<file path="src/rtl/vm_ctrl_param.sv">
// rtl/vm_ctrl_param.sv - debounced three-coin vending controller; optional LED map under VM_LED_MAP_EN
module vm_ctrl_param_db #(
    parameter int DB_CYCLES = 4
) (
    input  logic clk,
    input  logic rst_n,
    input  logic key,
    output logic press
);
    localparam int CW = (DB_CYCLES > 1) ? $clog2(DB_CYCLES + 1) : 1;
    localparam logic [CW-1:0] LAST = CW'(DB_CYCLES - 1);

    logic          s1;
    logic          s2;
    logic          armed;
    logic          pressed;
    logic [CW-1:0] cnt;
    logic          counting;

    // Until armed, the key must first be seen released, so a key held through reset never fires.
    assign counting = armed ? (s2 == pressed) : s2;
    assign press    = armed & ~pressed & ~s2 & (cnt == LAST);

    always_ff @(posedge clk or negedge rst_n) begin
        if (!rst_n) begin
            s1      <= 1'b1;
            s2      <= 1'b1;
            armed   <= 1'b0;
            pressed <= 1'b0;
            cnt     <= '0;
        end else begin
            s1 <= key;
            s2 <= s1;
            if (!counting) begin
                cnt <= '0;
            end else if (cnt == LAST) begin
                cnt <= '0;
                if (!armed)
                    armed <= 1'b1;
                else
                    pressed <= ~pressed;
            end else begin
                cnt <= cnt + 1'b1;
            end
        end
    end
endmodule

module vm_ctrl_param #(
    parameter int CREDIT_W    = 8,
    parameter int PRICE       = 25,
    parameter int COIN_A      = 5,
    parameter int COIN_B      = 10,
    parameter int COIN_C      = 25,
    parameter int DB_CYCLES   = 4,
    parameter int DISP_CYCLES = 30
) (
    input  logic                CLOCK_50,
    input  logic                RESET_N,
    input  logic [2:0]          KEY_COIN,
    input  logic                KEY_CANCEL,
    output logic [CREDIT_W-1:0] credit,
    output logic [CREDIT_W-1:0] change,
    output logic                vend,
    output logic                refund,
    output logic                busy,
    output logic                coin_reject
`ifdef VM_LED_MAP_EN
    ,
    output logic [12:0]         LEDR,
    output logic [7:0]          LEDG
`endif
);
    localparam int DW = (DISP_CYCLES > 1) ? $clog2(DISP_CYCLES + 1) : 1;
    localparam logic [DW-1:0]       DLAST   = DW'(DISP_CYCLES - 1);
    localparam logic [CREDIT_W:0]   MAXC    = {1'b0, {CREDIT_W{1'b1}}};
    localparam logic [CREDIT_W:0]   PRICE_X = (CREDIT_W + 1)'(PRICE);
    localparam logic [CREDIT_W:0]   VAL_A   = (CREDIT_W + 1)'(COIN_A);
    localparam logic [CREDIT_W:0]   VAL_B   = (CREDIT_W + 1)'(COIN_B);
    localparam logic [CREDIT_W:0]   VAL_C   = (CREDIT_W + 1)'(COIN_C);

    typedef enum logic [1:0] {IDLE, ACCUM, VEND, REFUND} state_t;

    state_t              state;
    logic [3:0]          raw;
    logic [3:0]          pulse;
    logic                coin_hit;
    logic [CREDIT_W:0]   coin_val;
    logic [CREDIT_W:0]   sum;
    logic [CREDIT_W:0]   diff;
    logic [DW-1:0]       disp_cnt;

    assign raw = {KEY_CANCEL, KEY_COIN};

    for (genvar g = 0; g < 4; g++) begin : g_db
        vm_ctrl_param_db #(.DB_CYCLES(DB_CYCLES)) u_db (
            .clk   (CLOCK_50),
            .rst_n (RESET_N),
            .key   (raw[g]),
            .press (pulse[g])
        );
    end

    // Lowest-index coin wins when several fire together.
    always_comb begin
        coin_hit = |pulse[2:0];
        coin_val = VAL_C;
        if (pulse[0])
            coin_val = VAL_A;
        else if (pulse[1])
            coin_val = VAL_B;
        sum  = {1'b0, credit} + coin_val;
        diff = sum - PRICE_X;
    end

    always_ff @(posedge CLOCK_50 or negedge RESET_N) begin
        if (!RESET_N) begin
            state       <= IDLE;
            credit      <= '0;
            change      <= '0;
            vend        <= 1'b0;
            refund      <= 1'b0;
            busy        <= 1'b0;
            coin_reject <= 1'b0;
            disp_cnt    <= '0;
        end else begin
            coin_reject <= 1'b0;
            case (state)
                IDLE, ACCUM: begin
                    if (state == ACCUM && pulse[3]) begin
                        state    <= REFUND;
                        change   <= credit;
                        credit   <= '0;
                        refund   <= 1'b1;
                        busy     <= 1'b1;
                        disp_cnt <= '0;
                    end else if (coin_hit) begin
                        if (sum > MAXC) begin
                            coin_reject <= 1'b1;
                        end else if (sum >= PRICE_X) begin
                            state    <= VEND;
                            credit   <= '0;
                            change   <= diff[CREDIT_W-1:0];
                            vend     <= 1'b1;
                            busy     <= 1'b1;
                            disp_cnt <= '0;
                        end else begin
                            state  <= ACCUM;
                            credit <= sum[CREDIT_W-1:0];
                        end
                    end
                end
                VEND, REFUND: begin
                    if (disp_cnt == DLAST) begin
                        state  <= IDLE;
                        change <= '0;
                        vend   <= 1'b0;
                        refund <= 1'b0;
                        busy   <= 1'b0;
                    end else begin
                        disp_cnt <= disp_cnt + 1'b1;
                    end
                end
                default: state <= IDLE;
            endcase
        end
    end

`ifdef VM_LED_MAP_EN
    localparam int EW = (CREDIT_W > 13) ? CREDIT_W : 13;
    localparam int XW = (CREDIT_W > 5) ? CREDIT_W : 5;
    localparam logic [DW-1:0] DFULL = DW'(DISP_CYCLES);

    logic [EW-1:0] credit_ext;
    logic [XW-1:0] change_ext;
    logic [DW-1:0] rej_cnt;

    assign credit_ext = EW'(credit);
    assign change_ext = XW'(change);

    always_ff @(posedge CLOCK_50 or negedge RESET_N) begin
        if (!RESET_N) begin
            LEDR    <= '0;
            LEDG    <= '0;
            rej_cnt <= '0;
        end else begin
            if (coin_reject)
                rej_cnt <= DFULL;
            else if (rej_cnt != '0)
                rej_cnt <= rej_cnt - 1'b1;
            LEDR <= credit_ext[12:0];
            LEDG <= {change_ext[4:0], (rej_cnt != '0), refund, vend};
        end
    end
`endif
endmodule

</file>
<file path="config.mk">
export PLATFORM = sky130hd
export DESIGN_NAME = vm_ctrl_param
export DESIGN_NICKNAME = d
export VERILOG_FILES = /design/src/rtl/vm_ctrl_param.sv
export SDC_FILE = /design/constraint.sdc
export NUM_CORES = 1
export LEC_CHECK = 0
export CORE_MARGIN = 8
export CORE_UTILIZATION = 57
export CTS_BUF_LIST = sky130_fd_sc_hd__clkbuf_4 sky130_fd_sc_hd__clkbuf_8 sky130_fd_sc_hd__clkbuf_16
export DETAILED_ROUTE_END_ITERATION = 12
export PLACE_DENSITY = 0.79
export SLEW_MARGIN = 20
export SYNTH_ARGS = -nofsm -noshare
export SYNTH_HDL_FRONTEND = slang
export SYNTH_SLANG_ARGS = --single-unit
export TNS_END_PERCENT = 100
</file>
<file path="constraint.sdc">
create_clock -name CLOCK_50 -period 6.9 [get_ports CLOCK_50]
set_input_delay 1.38 -clock CLOCK_50 [delete_from_list [all_inputs] [get_ports CLOCK_50]]
set_output_delay 1.38 -clock CLOCK_50 [all_outputs]
set_load 0.03 [all_outputs]
</file>
# After elaboration in Yosys (flattened, before gate mapping)
# Index checks and enable logic that the tools add are counted.
dict set report word_totals {
  ff_bits 55
  in_bits 6
  output_inout_bits 20
  elab_cells 150
}
dict set report classes {
  add_sub_neg 7
  magnitude_cmp 2
  eq_ne 23
  muxes 50
  bitwise_logic 20
  n_reduce_logical 20
}
# op n
set ops {}
lappend ops {{two-way mux 8 bit} 9}
lappend ops {{two-way mux 5 bit} 6}
lappend ops {{two-way mux 3 bit} 8}
lappend ops {{AND reduction 3 bit} 6}
lappend ops {{!= test 2 bit (second input constant)} 8}
lappend ops {{case mux 8 bit (2 select lines)} 1}
lappend ops {{two-way mux 1 bit} 15}
lappend ops {{adder 3 x 1 -> 3 bit (second input constant)} 4}
lappend ops {{AND 1 bit} 12}
lappend ops {{equality test 3 x 2 -> 1 bit (second input constant)} 4}
lappend ops {{two-way mux 2 bit} 5}
lappend ops {{case mux 5 bit (2 select lines)} 1}
lappend ops {{AND reduction 2 bit} 5}
lappend ops {{adder 8 x 9 -> 9 bit} 1}
lappend ops {{greater-or-equal comparator 9 x 5 -> 1 bit (second input constant)} 1}
lappend ops {{> comparator 9 x 8 -> 1 bit (second input constant)} 1}
lappend ops {{two-way mux 9 bit} 1}
lappend ops {{!= test 3 bit (second input constant)} 3}
lappend ops {{inverter 1 bit} 8}
lappend ops {{AND reduction 4 bit} 2}
lappend ops {{subtractor 8 x 5 -> 8 bit (second input constant)} 1}
lappend ops {{case mux 1 bit (2 select lines)} 3}
lappend ops {{adder 5 x 1 -> 5 bit (second input constant)} 1}
lappend ops {{equality test 5 bit (second input constant)} 1}
lappend ops {{other kinds (10)} 15}

# Depth between registers and ports, before layout
# Gate-level depths: netlist (run 1).
dict set report depth {
  depth_word 13
  depth_mapped 16
  depth_no_buf 15
}

# Cells and area by module
# From an unflattened synthesis (run 1), not the netlist that was laid out.
dict set report unflattened {
  cells_unflattened 265
  hier_area_um2 2986.6
}
# mod instances cells_per_inst area_each_um2 seq_area_each_um2
set by_module_without_submodules {}
lappend by_module_without_submodules {vm_ctrl_param 1 189 1790.5 675.6}
lappend by_module_without_submodules {vm_ctrl_param_db 4 19 299.0 177.7}

# Worst setup path after synthesis (run 1)
# No wires, ideal clock.
dict set report synth_timing {
  path_kind {reg2reg}
  from {register g_db[1].u_db.cnt[0]}
  to {register change[0]}
  t_arrival_ns 3.899
  required_time_ns 6.775
  slack_ns 2.876
  stages_incl_launch_ff 17
  n_path_buf 2
  path_cell_list {dfrtp_1 -> ha_1 -> nor2b_1 -> and3b_1 -> nand2_1 -> ha_1 -> fa_1 -> and3_1 -> or3_1 -> and2_1 -> buf_6 -> a32o_1 -> or4b_4 -> a21oi_2 -> or2_1 -> buf_6 -> mux2_4}
}
dict set report synth_between {
  elab_chain_len 11
}
# item line
set synth_lines {}
lappend synth_lines {{from (decl)} 17} ;# logic [CW-1:0] cnt;
lappend synth_lines {{from (signal assigned)} 43} ;# cnt <= cnt + 1'b1;
lappend synth_lines {{equality test 3 x 2 -> 1 bit *} 22} ;# assign press = armed & ~pressed & ~s2 & (cnt == LAST);
lappend synth_lines {{AND 1 bit *} 22}
lappend synth_lines {{two-way mux 5 bit} 110} ;# else if (pulse[1])
lappend synth_lines {{two-way mux 9 bit} 108} ;# if (pulse[0])
lappend synth_lines {{adder 8 x 9 -> 9 bit} 112} ;# sum = {1'b0, credit} + coin_val;
lappend synth_lines {{subtractor 8 x 5 -> 8 bit} 113} ;# diff = sum - PRICE_X;
lappend synth_lines {{two-way mux 8 bit} 140} ;# end else if (sum >= PRICE_X) begin
lappend synth_lines {{two-way mux 8 bit} 138} ;# if (sum > MAXC) begin
lappend synth_lines {{two-way mux 8 bit} 137} ;# end else if (coin_hit) begin
lappend synth_lines {{two-way mux 8 bit} 130} ;# if (state == ACCUM && pulse[3]) begin
lappend synth_lines {{case mux 8 bit (2 select lines)} 128} ;# case (state)
lappend synth_lines {{to (signal assigned)} 132} ;# change <= credit;
lappend synth_lines {{to (signal assigned)} 143} ;# change <= diff[CREDIT_W-1:0];
lappend synth_lines {{to (decl)} 63} ;# output logic [CREDIT_W-1:0] change,
# Mark *: on every way between the ends. The rest lies on a longest branch, timed or not. The select of a mux whose other input is x is not followed.
# A chain may end at the register's enable or synchronous reset.

# Worst setup path after layout (run 1)
dict set report layout_timing {
  from {register g_db[1].u_db.cnt[0]}
  to {register change[4]}
}
# The elaborated chain is that of the path after synthesis.

==> results of run 1 <==
==> where the power goes <==
part / switching [mW] / internal [mW] / leakage (nW) / total, mW
sequential: 0.0658 / 0.388 / 0.684 / 0.454
clock: 0.107 / 0.0771 / 0.0488 / 0.184
combinational: 0.136 / 0.110 / 0.723 / 0.246
total: 0.309 / 0.575 / 1.46 / 0.884
==> how the worst max path moves through the flow <==
| stage | slack (ps) | startpoint | depth (start not counted) | to |
|---|---|---|---|---|
| 2_1_floorplan | 2880 | g_db[1].u_db.cnt[0] | 16 | change[0] |
| 3_3_place_gp | 2680 | g_db[1].u_db.cnt[0] | 14 | change[4] |
| 3_5_place_dp | 2530 | g_db[1].u_db.cnt[0] | 14 | change[4] |
| 4_1_cts | 2490 | g_db[1].u_db.cnt[0] | 14 | change[4] |
| 5_1_grt | 2180 | g_db[1].u_db.cnt[0] | 14 | change[4] |
| 6_report | 2480 | g_db[1].u_db.cnt[0] | 14 | change[4] |
==> routing by layer <==
layer  share of wire (%)  global-route usage (%)  vias up
met5                   0                       0        -
met4                 1.2                    4.23        0
met3                 3.9                    5.09        6
met2                  48                    26.2       42
met1                  47                    21.6     1053
li1                    -                       -     1036
==> through the flow <==
| stage | setup slack, ps | power (mW) |
|---|---|---|
| 2_1_floorplan | 2880 | 0.645 |
| 3_3_place_gp | 2680 | 0.693 |
| 3_5_place_dp | 2530 | 0.708 |
| 4_1_cts | 2490 | 0.893 |
| 5_1_grt | 2180 | 0.954 |
| 6_report | 2480 | 0.884 |
==> worst max-delay path: cells and delay by family, from the launching register on <==
family	cells	cell delay, ps
adders and majority gates	3	870
muxes	1	330
DFF	1	360
and+or+nand+nor	8	2270
AOI/OAI and AO/OA	2	490
==> cell families (layout without fill, tap and decap cells) <==
| kind of cell | count (synthesis) | in the layout | synth area share (%) |
|---|---|---|---|
| and+or+nand+nor | 98 | 98 | 18.5 |
| AOI/OAI and AO/OA | 69 | 69 | 16.9 |
| DFF | 55 | 55 | 48.4 |
| buffers and inverters | 19 | 46 | 3.32 |
| adders and majority gates | 15 | 15 | 6.81 |
| xor gates and xnor gates | 12 | 12 | 3.67 |
| muxes | 6 | 6 | 2.44 |
==> layout make-up <==
type / count / area (um^2)
Fill cell: 396 / 1730
Clock buffer: 6 / 76.3
Inverter: 12 / 45.0
Clock inverter: 2 / 17.5
Sequential cell: 55 / 1390
Timing Repair Buffer: 26 / 253
Multi-Input combinational cell: 200 / 1390
Tap cell: 70 / 87.6
==> cells in the final DEF (no fill, tap or decap), types with 4 or more instances in the layout <==
| cell type | Yosys | final |
|---|---|---|
| xnor2_1 | 8 | 8 |
| nor2b_1 | 10 | 10 |
| clkdlybuf4s50_1 | 0 | 24 |
| o21ai_0 | 12 | 12 |
| nand4_1 | 4 | 4 |
| ha_1 | 14 | 14 |
| xor2_1 | 4 | 4 |
| inv_1 | 12 | 12 |
| a31oi_1 | 5 | 5 |
| nor3_1 | 15 | 15 |
| nand2_1 | 17 | 17 |
| a21o_1 | 6 | 6 |
| nor2_1 | 19 | 19 |
| a22o_1 | 4 | 4 |
| nand3_1 | 7 | 7 |
| dfrtp_1 | 47 | 47 |
| a21oi_1 | 13 | 13 |
| clkbuf_8 | 0 | 5 |
| mux2i_1 | 4 | 4 |
| nor3b_1 | 7 | 7 |
| dfstp_2 | 8 | 8 |
| and2_1 | 4 | 4 |
==> flip-flops by register name (all words and copies together), names as in the netlist <==
signal             count
g_db.u_db.cnt         12
change                 8
credit                 8
disp_cnt               5
g_db.u_db.armed        4
g_db.u_db.pressed      4
g_db.u_db.s1           4
g_db.u_db.s2           4
state                  2
busy                   1
coin_reject            1
refund                 1
vend                   1
==> impl_metrics.csv, run 1 <==
group,metric,value,unit
sta,fin_crit_sh,64.1,%
die,ios,26,
critical_path,rr_worst_depth,14,
clock_tree,ctsHoldBuffers,0,
clock_tree,postCtsSetupBuffers,0,
hold_path,min-delay-start,"g_db[1].u_db.s1",
place,dp_hpwl,4200,um
die,initial_core_util,57.6,%
synthesis,synth_common_cells,"dfrtp_1, nor2_1, nand2_1",
sta,fmax,226,MHz
drt,drtPass1Iterations,4,
place,portBuffers,25,
clock_tree,clk_path_buf_depth,2,
critical_path,cp.arrival,4620,ps
synthesis,synthTopCellsByArea,"dfrtp_1, dfstp_2, ha_1, nor3_1, nor2_1",
cells_and_area,fin_util,65.3,%
clock_tree,cts_sinks,55,
global_routing,grt_pass1_wl,9880,um
critical_path,critical_path_required,7100,ps
die,dieArea,7550,um^2
critical_path,end_kind,"flop",
synthesis,yosysTopAreaCell,"dfrtp_1",
hold_path,hp-class,"flop to flop",
power_and_ir_drop,power_density,272,nW/um^2
clock_tree,ctsResizeCount,0,
die,coreArea,4980,um^2
job,maxCapViolCount,0,
sta,hold_slack,360,ps
clock_tree,path_clk_slew,100,ps
synthesis,synth_top_area_share,41.0,%
drt,drc,0,
drt,ant_nets,0,
synthesis,synth.most_common_cell,"dfrtp_1",
synthesis,synth_cell_types,59,
global_routing,grt_util_all_layers,16.6,%
critical_path,r2r-end,"change[4]",
critical_path,worstSetupPathType,"flop to flop",
synthesis,synthArstFlopShare,100,%
hold_path,worst_hold_path.num_cells,0,
synthesis,synth_cells,274,
global_routing,grt_max_degree,56,
clock_tree,cts_tree,"built",
place,gp_congestion,0.922,
clock_tree,insertion_delay,310,ps
sta,finClkSkew,9.88,ps
cells_and_area,n_antenna_cell,0,
status,status,"complete, no violations",
sta,drv_slew,0,
clock_tree,numCtsBuffers,5,
critical_path,cpPeakStageDelay,530,ps
drt,num_vias,2137,
cells_and_area,nets,321,
sta,relSlewSlack,55.4,%
cells_and_area,stdcell_area,3250,um^2
critical_path,cp_cell_sequence,"ha_1 > nor2b_1 > and3b_1 > nand2_1 > ha_1 > fa_1 > and3_1 > or3_1 > and2_1 > a32o_1 > or4b_4 > a21oi_2 > or2_1 > mux2_4",
global_routing,grt_pass1_vias,2087,
place,dp_cells,363,
global_routing,globalRouteOverflowTotal,0,
hold_path,whs_endpoint,"g_db[1].u_db.s2",
power_and_ir_drop,leakage,1.46,nW
critical_path,rrSetupSlack,2480,ps
clock_tree,h-tree-depth,2,
die,row_count,26,
synthesis,synth_warnings,0,
critical_path,crit_fanout,8,
cells_and_area,syn2layout_area_growth,13.4,%
synthesis,synth-edff-count,0,
power_and_ir_drop,ir_drop,0.000122,V
synthesis,synth_nets,295,
synthesis,syn_area_per_cell,10.5,um^2
synthesis,synth_top_flop_cell,"dfrtp_1",
die,die_x,86.9,um
critical_path,start_kind,"flop",
sta,final-setup-viol-count,0,
sta,rsz0062_at_grt,"no",
drt,avgRoutedWirePerCell,15.2,um
cells_and_area,instances_no_fill,371,
global_routing,antenna_found_initial,0,
critical_path,cpMaxStageDelayCell,"or4b_4",
synthesis,syn_area,2870,um^2
synthesis,ys_seq_elements,55,
critical_path,cp_common_cell,"ha_1",
synthesis,ys_seq_area_share,48.4,%
drt,via_per_inst,5.76,
drt,drt_wl_total,5650,um
sta,layout_min_cycle_time,4420,ps
sta,tightest_slew,668,ps
sta,finalHoldViolCount,0,
critical_path,r2r-start,"g_db[1].u_db.cnt[0]",
die,die_y,86.9,um
drt,drtIter0Drc,104,
sta,tns,0,ps
place,placed_area,3160,um^2
cells_and_area,drive_gt1_share,11.0,%
clock_tree,cts-root-buf,"clkbuf_8",
Power figures use the tool's default switching activity.
==> run 2, diff against run 1 <==
--- a/config.mk
+++ b/config.mk
@@ -6,10 +6,10 @@
 export NUM_CORES = 1
 export LEC_CHECK = 0
 export CORE_MARGIN = 8
-export CORE_UTILIZATION = 57
+export CORE_UTILIZATION = 52
 export CTS_BUF_LIST = sky130_fd_sc_hd__clkbuf_4 sky130_fd_sc_hd__clkbuf_8 sky130_fd_sc_hd__clkbuf_16
 export DETAILED_ROUTE_END_ITERATION = 12
-export PLACE_DENSITY = 0.79
+export PLACE_DENSITY = 0.76
 export SLEW_MARGIN = 20
 export SYNTH_ARGS = -nofsm -noshare
 export SYNTH_HDL_FRONTEND = slang
==> constraint.sdc (replaced) <==
create_clock -name CLOCK_50 -period 3.6 [get_ports CLOCK_50]
set_input_delay 0.72 -clock CLOCK_50 [delete_from_list [all_inputs] [get_ports CLOCK_50]]
set_output_delay 0.72 -clock CLOCK_50 [all_outputs]
set_load 0.03 [all_outputs]
==> run 2 against run 1 <==
Net effect:
- the run now ends with negative setup slack left
- setup slack worse by 2600 ps
- wire length is 13% higher
- sequential power rose by 92%
- via count grew 6.9%
- critical path type unchanged
==> impl_metrics.csv, run 2 (same netlist as run 1, synthesis figures left out) <==
group,metric,value,unit
power_and_ir_drop,ir_drop,0.000287,V
clock_tree,path_clk_slew,100,ps
sta,final-setup-viol-count,21,
global_routing,grt_util_all_layers,15.9,%
power_and_ir_drop,power_density,523,nW/um^2
clock_tree,insertion_delay,310,ps
critical_path,r2r-end,"change[2]",
cells_and_area,top_register,"g_db.u_db.cnt",
cells_and_area,drive_gt1_share,28.5,%
cells_and_area,n_antenna_cell,0,
clock_tree,cts_tree,"built",
global_routing,antenna_found_initial,0,
sta,tns,-1420,ps
sta,tightest_slew,729,ps
cells_and_area,largest_reg_flops,12,
critical_path,startpoint,"g_db[0].u_db.cnt[0]",
drt,ant_nets,0,
place,dp_cells,392,
sta,layout_min_cycle_time,3750,ps
global_routing,globalRouteOverflowTotal,0,
clock_tree,numCtsBuffers,5,
place,dp_hpwl,4590,um
global_routing,grt_pass1_vias,2237,
clock_tree,cts_sinks,55,
drt,avgRoutedWirePerCell,15.6,um
drt,drt_wl_total,6390,um
critical_path,r2r-start,"g_db[0].u_db.cnt[0]",
power_and_ir_drop,leakage,1.67,nW
cells_and_area,syn2layout_area_growth,28.9,%
drt,drtPass1Iterations,4,
global_routing,grt_max_degree,39,
clock_tree,cts-root-buf,"clkbuf_8",
sta,hold_slack,312,ps
clock_tree,ctsHoldBuffers,0,
sta,relSlewSlack,51.4,%
cells_and_area,layout_commonest_cell,"dfrtp_1",
place,gp_congestion,0.860,
power_and_ir_drop,p_total,1.93,mW
critical_path,critical_path_required,3800,ps
sta,layout_setup_ws,-152,ps
status,violations,"negative setup slack",
critical_path,end_kind,"flop",
cells_and_area,nets,357,
cells_and_area,top_regs,"g_db.u_db.cnt: 12 flops, change: 8 flops, credit: 8 flops",
die,coreArea,5410,um^2
drt,via_per_inst,5.59,
critical_path,crit_fanout,4,
drt,num_vias,2285,
critical_path,rrSetupSlack,-150,ps
drt,drtIter0Drc,114,
die,row_count,27,
critical_path,cp.arrival,3950,ps
cells_and_area,instances_no_fill,409,
place,portBuffers,25,
cells_and_area,stdcell_area,3700,um^2
global_routing,grt_pass1_wl,10800,um
place,dp_slack,-154,ps
clock_tree,h-tree-depth,2,
sta,fin_crit_sh,104,%
hold_path,hp-class,"primary input to asynchronous set/reset pin",
critical_path,critical_path.endpoint,"change[2]",
die,ios,26,
die,die_y,90.2,um
critical_path,rr_worst_depth,15,
cells_and_area,final_cell_mix,"dfrtp_1, buf_4, clkdlybuf4s50_1",
place,placed_area,3370,um^2
sta,fmax,267,MHz
clock_tree,clk_path_buf_depth,2,
critical_path,start_kind,"flop",
sta,drv_slew,0,
die,dieArea,8140,um^2
cells_and_area,fin_util,68.4,%
sta,rsz0062_at_grt,"yes",
job,maxCapViolCount,0,
sta,finClkSkew,12.2,ps
status,status,"finished with violations",
die,initial_core_util,53.0,%
critical_path,worstSetupPathType,"flop to flop",
sta,finalHoldViolCount,0,
die,die_x,90.2,um
drt,drc,0,
## run 2: changes by cell type in the layout (fill, tap and decap cells not counted), moves of 3 or more
cell / before / now
buf_4: 1 / 33
ha_1: 14 / 11
nor3_2: 0 / 7
buf_6: 0 / 4
nor3_1: 15 / 8
## run 2: worst min-delay path by stage
stage	slack, ps	end
2_1_floorplan	350	g_db[0].u_db.s2
3_3_place_gp	350	g_db[1].u_db.s2
3_5_place_dp	350	g_db[2].u_db.s2
4_1_cts	330	disp_cnt[2]
5_1_grt	340	change[0]
6_report	310	disp_cnt[2]
## run 2: per-layer routing
| layer | share of wire, % | wire length, um | GRT usage [%] |
|---|---|---|---|
| met4 | 1.8 | 116 | 5.55 |
| met1 | 47 | 2980 | 20.3 |
| met3 | 3.4 | 219 | 3.33 |
| met5 | 0 | 0 | 0 |
| met2 | 48 | 3080 | 26.0 |
## run 2: report_power, final
group | leakage [nW] | internal, mW | switching, mW | total, mW
clock | 0.0612 | 0.225 | 0.196 | 0.421
combinational | 0.921 | 0.327 | 0.314 | 0.641
sequential | 0.684 | 0.743 | 0.128 | 0.871
## run 2: repair_timing
| action | 4_1_cts | 5_1_grt |
|---|---|---|
| hold endpoints to repair | 0 | 0 |
| pin swaps | 9 | 16 |
| endpoints found under the setup margin | 18 | 24 |
| buffers inserted | 4 | 5 |
| gates resized for setup | 18 | 14 |
## run 2: area by class of cell
class	instances	area, um^2
clock buffers	6	82.6
clock inverters	2	35.0
inverters	12	45.0
multi-input cells	200	1520
repair buffers	62	538
flip-flops and latches	55	1390
well taps	72	90.1
fillers	410	1710
## run 2: worst max-delay path: stages (launching register included)
cell and delay [ps]:
dfrtp_1 410, ha_1 230, nor2b_1 150, nand2_1 120
nand2_2 110, ha_4 180, fa_2 380, and3_4 160
or3_4 320, and2_4 160, a32o_2 240, or4b_4 540
a21oi_4 250, buf_6 140, nor3_2 40, a21o_2 210
==> run 3, diff against run 2 <==
--- a/config.mk
+++ b/config.mk
@@ -10,7 +10,6 @@
 export CTS_BUF_LIST = sky130_fd_sc_hd__clkbuf_4 sky130_fd_sc_hd__clkbuf_8 sky130_fd_sc_hd__clkbuf_16
 export DETAILED_ROUTE_END_ITERATION = 12
 export PLACE_DENSITY = 0.76
-export SLEW_MARGIN = 20
 export SYNTH_ARGS = -nofsm -noshare
 export SYNTH_HDL_FRONTEND = slang
 export SYNTH_SLANG_ARGS = --single-unit
==> results of run 3 <==
Final layout, timing and power as in run 2 (identical DEF).
